===== config.mk =====
export PLATFORM = sky130hd
export DESIGN_NAME = usr_deser
export DESIGN_NICKNAME = d
export VERILOG_FILES = /design/src/rtl/usr_deser.sv
export SDC_FILE = /design/constraint.sdc
export NUM_CORES = 1
export LEC_CHECK = 0
export CORE_AREA = 2 2 39 41
export DETAILED_ROUTE_END_ITERATION = 8
export DIE_AREA = 0 0 41 43
export GPL_ROUTABILITY_DRIVEN = 0
export PLACE_DENSITY = 0.75
export SLEW_MARGIN = 20
export SYNTH_ARGS = -nofsm -noshare
export SYNTH_HDL_FRONTEND = slang
export SYNTH_SLANG_ARGS = --single-unit

===== constraint.sdc =====
create_clock -name clk -period 2.1 [get_ports clk]
set_input_delay 0.315 -clock clk [delete_from_list [all_inputs] [get_ports clk]]
set_output_delay 0.315 -clock clk [all_outputs]
set_load 0.1 [all_outputs]

===== src/rtl/usr_deser.sv =====
// Serial-to-parallel deserializer with per-word bit order, frame resync,
// valid/ready output handshake and a sticky overrun flag.
module usr_deser #(
  parameter int WIDTH = 4
) (
  input  logic             clk,
  input  logic             rst,
  input  logic             sin,
  input  logic             sin_valid,
  input  logic             frame_start,
  input  logic             dir,
  output logic [WIDTH-1:0] dout,
  output logic             dout_valid,
  input  logic             dout_ready,
  output logic             busy,
  output logic             overrun,
  output logic             frame_err
);

  localparam int CW = (WIDTH > 2) ? $clog2(WIDTH) : 1;

  logic [WIDTH-1:0] sreg;
  logic [CW-1:0]    count;
  logic             dir_l;

  logic             start;
  logic             use_dir;
  logic [WIDTH-1:0] base;
  logic [WIDTH-1:0] shifted;
  logic             complete;

  // A word starts on any accepted bit at count 0 or on a frame_start resync;
  // starting from a cleared register keeps aborted bits out of the new word.
  always_comb begin
    start    = (count == '0) || frame_start;
    use_dir  = start ? dir : dir_l;
    base     = start ? '0 : sreg;
    shifted  = use_dir ? {sin, base[WIDTH-1:1]} : {base[WIDTH-2:0], sin};
    complete = sin_valid && !start && (count == CW'(WIDTH - 1));
  end

  assign busy = (count != '0);

  always_ff @(posedge clk) begin
    if (rst) begin
      sreg       <= '0;
      count      <= '0;
      dir_l      <= 1'b0;
      dout       <= '0;
      dout_valid <= 1'b0;
      overrun    <= 1'b0;
      frame_err  <= 1'b0;
    end else begin
      frame_err <= sin_valid && frame_start && (count != '0);

      if (sin_valid) begin
        sreg  <= shifted;
        dir_l <= use_dir;
        if (start)
          count <= CW'(1);
        else if (complete)
          count <= '0;
        else
          count <= count + CW'(1);
      end

      // A consumer handshake on the completion edge frees the slot for the new word.
      if (complete) begin
        if (!dout_valid || dout_ready) begin
          dout       <= shifted;
          dout_valid <= 1'b1;
        end else begin
          overrun <= 1'b1;
        end
      end else if (dout_valid && dout_ready) begin
        dout_valid <= 1'b0;
      end
    end
  end

endmodule

Word level (Yosys, flattened, before mapping)
Cells that the tools add are included.

word-level totals
  word-level logic and storage cells = 34
  register bits = 14
  output and inout port bits = 8

operators by class
  bitwise gates (word level) = 1
  reduce and logical (&&, ||, !) cells = 15
  add/subtract/negate cells = 1
  equal/unequal tests = 2
  muxes and demuxes = 8

operators with widths
  operator                                       count
  2-to-1 mux 4 bit                               2
  AND reduction 2 bit                            3
  logical AND 1 bit                              5
  2-to-1 mux 1 bit                               4
  2-to-1 mux 2 bit                               2
  nonzero test 2 bit                             2
  adder 2 x 1 -> 2 bit, second input constant    1
  equality test 2 bit, second input constant     1
  logical NOT 1 bit                              2
  logical NOT 2 bit                              1
  logical OR 1 bit                               2
  != test 2 x 1 -> 1 bit, second input constant  1
  NOT 1 bit                                      1

Depth between registers and ports, before layout
  depth in word-level cells = 7
  mapped depth = 6

Worst setup path before layout
No wires, ideal clock.

  path type = register to output
  from = reg count[0]
  to = out busy
  arrival = 1313 ps
  stages on the path, launching flop included = 5
  path slack = 472 ps
  data required time = 1785 ps
  cells stage by stage = dfxtp_1 > inv_1 > ha_1 > clkbuf_2 > inv_1

between the ends
  longest elaborated chain between the ends = 1

ends and longest elaborated chain
  item                    line  RTL
  from (decl)             23    logic [CW-1:0] count;
  from (signal assigned)  64    count <= count + CW'(1);
  nonzero test 2 bit      42    assign busy = (count != '0);
  to (decl)               15    output logic busy,

Every way passes these cells.

Worst setup path after layout
Ends and elaborated chain as after synthesis.

==> results.yml <==
run_status:
  outcome: "complete, no violations"
global_route:
  overflow: 0
  antenna_found_initial: 0
  first_global_vias: 490
  grt_max_degree: 15
  grt_pass1_wl_microns: 2050
  globalRouteTotalUtil: 0.171
power_and_ir_drop:
  combPwrFrac: 0.146
  intPower_uw: 412
  seq_power_share: 0.504
  irDropWorstVdd_mv: 0.413
  switching_share: 0.250
  leakagePower_nw: 0.325
  switching_power_uw: 138
  pwr-share-clk: 0.350
  p_per_area_nw_per_um2: 665
clock_tree:
  root_buffer: "clkbuf_4"
  post_cts_buffers: 0
  hold_buffers: 0
  clock_latency_ns: 0.27
  cts.clk_slew.worst_paths_ns: 0.09
  cts_tree: "done"
  clk_path_buf_depth: 2
  cts-resized-gates: 0
  cts_made_buffers: 3
  cts_sinks: 14
  htree_levels: 1
synth:
  yosysSeqAreaShare: 0.436
  postSynthCellCount: 69
  synthDistinctLibCells: 24
  ys_seq_elements: 14
  synth.area.top_cells: "dfxtp_1, a21oi_1, mux2_2"
  synth_warnings: 0
  syn_area_per_cell_sq_um: 9.32
  synth_nets: 78
  yosysTopAreaCellShare: 0.436
  synth_top_cell_by_area: "dfxtp_1"
  synth_area_sq_um: 643
layout:
  nNetsFinal: 95
  fillers: 128
  final_area_sq_um: 827
  layout_common_cells: "dfxtp_1, a21oi_1, buf_4"
  area.growth.synth_to_final_pct: 28.6
  layoutNonFillerInstCount: 101
  antennaDiodeCount: 0
  final_util: 0.598
  drive_above_1_share: 0.212
  final_common_cell: "dfxtp_1"
placement:
  numPortBuffers: 14
  placed_area_sq_um: 791
  dp_hpwl_microns: 1020
  place_inst: 97
route:
  drt_iter0_drc: 7
  wl_per_cell_microns: 13.3
  firstDrtPassIters: 4
  ant_nets: 0
  remaining_drc_errors: 0
  via_per_inst: 5.55
  vias: 561
  routed_wl_microns: 1350
timing:
  rsz0062_at_grt: "false"
  finalCriticalPeriod_ns: 1.63
  tightest_slew_ns: 0.554
  hold_violations: 0
  slew_headroom: 0.629
  holdWs_ns: 0.485
  max_freq_ghz: 0.612
  setup_viol: 0
  period_share: 0.778
  finalClockSkew_ns: 0.00181
  slew_viol_final: 0
  tns_ns: 0
job:
  maxCapViolations: 0
floorplan:
  initial_core_util: 0.465
  design.core.area_sq_um: 1380
  die_area_sq_um: 1760
  dieHeight_microns: 43
  ios: 15
  die_x_microns: 41
  rows: 14
worst_setup_path:
  cp_slowest_cell: "dfxtp_1"
  critPathMaxFanout: 9
  crit_family: "flip-flops"
  crit_path_end_kind: "output port"
  slowest_delay_ns: 0.38
  cp-start-kind: "flip-flop"
  crit_required_ns: 1.78
  criticalPathCategory: "reg -> out"
  path_common_cell: "inv_1"
  path_cells: "inv_1 > ha_1 > inv_1 > buf_12"
  cp_data_arrival_time_ns: 1.32
  r2r_cells: 5
  crit_buf_inv: 3
  cp.depth: 4
worst_hold_path:
  hold_depth: 2
  hold_path.class: "reg -> reg"
[final timing paths]
| path | startpoint | to | slack (ns) |
|---|---|---|---|
| max | count[0] | busy | 0.47 |
| min | overrun | overrun | 0.49 |
| max reg2reg | count[0] | sreg[3] | 0.50 |
| min reg2reg | overrun | overrun | 0.49 |
[cell families (layout without fill, tap and decap cells)]
logic type | count (synthesis) | in the layout | share of synthesized area
mux | 5 | 5 | 0.0837
buf+inv | 6 | 22 | 0.0370
fa+ha+maj | 2 | 2 | 0.0389
simple gates | 23 | 23 | 0.214
compound gates | 19 | 19 | 0.191
flops | 14 | 14 | 0.436
[routing by layer]
metal	track usage	wire length (microns)	vias up
met5	0	0	-
met4	0.0800	18	0
met3	0.0314	49	4
met2	0.266	647	15
met1	0.216	630	258
li1	-	-	284
[worst register-to-register path, cell delays in order, from the launching register on]
cell      delay [ns]
dfxtp_1         0.38
inv_1           0.06
ha_1            0.29
nor2_1          0.40
nand2_1         0.10
a311oi_1        0.26
[power groups by stage]
stage                     registers [mW]  logic [mW]  clock network, mW
after CTS                          0.277      0.0802              0.195
final                              0.277      0.0801              0.192
after detailed placement           0.283      0.0800                  0
after global placement             0.283      0.0784                  0
after global routing               0.278      0.0853              0.205
after floorplan                    0.286      0.0454                  0
[metrics by stage]
stage / setup WS (ns) / power [mW]
2_1_floorplan: 0.472 / 0.331
3_3_place_gp: 0.442 / 0.361
3_5_place_dp: 0.389 / 0.363
4_1_cts: 0.456 / 0.552
5_1_grt: 0.392 / 0.568
6_report: 0.466 / 0.550
[synthesized netlist by cell type]
master / instances
mux2_2: 3
nand4bb_1: 1
o211a_1: 1
ha_1: 2
nor3_1: 3
a211oi_2: 1
o211ai_1: 1
nand4_1: 2
a311oi_1: 2
clkbuf_1: 2
nand2_1: 1
nand3_1: 3
inv_1: 3
and4bb_4: 1
mux2i_1: 2
nor4bb_1: 1
dfxtp_1: 14
nor2b_1: 1
nor2_1: 6
o21ai_0: 4
clkbuf_2: 1
o32a_1: 1
nand2b_1: 4
a21oi_1: 9
[sequential cells by signal, indices dropped and copies added (netlist names)]
| signal | flops |
|---|---|
| count | 2 |
| dir_l | 1 |
| dout | 4 |
| dout_valid | 1 |
| frame_err | 1 |
| overrun | 1 |
| sreg | 4 |
[layout make-up]
class	instances	area [sq um]	area share
Multi-Input combinational cell	49	339	0.410
Tap cell	16	20.0	0.0242
Inverter	3	11.3	0.0136
Sequential cell	14	280	0.339
Clock buffer	4	36.3	0.0439
Timing Repair Buffer	15	140	0.169
Power figures use the tool's default switching activity.
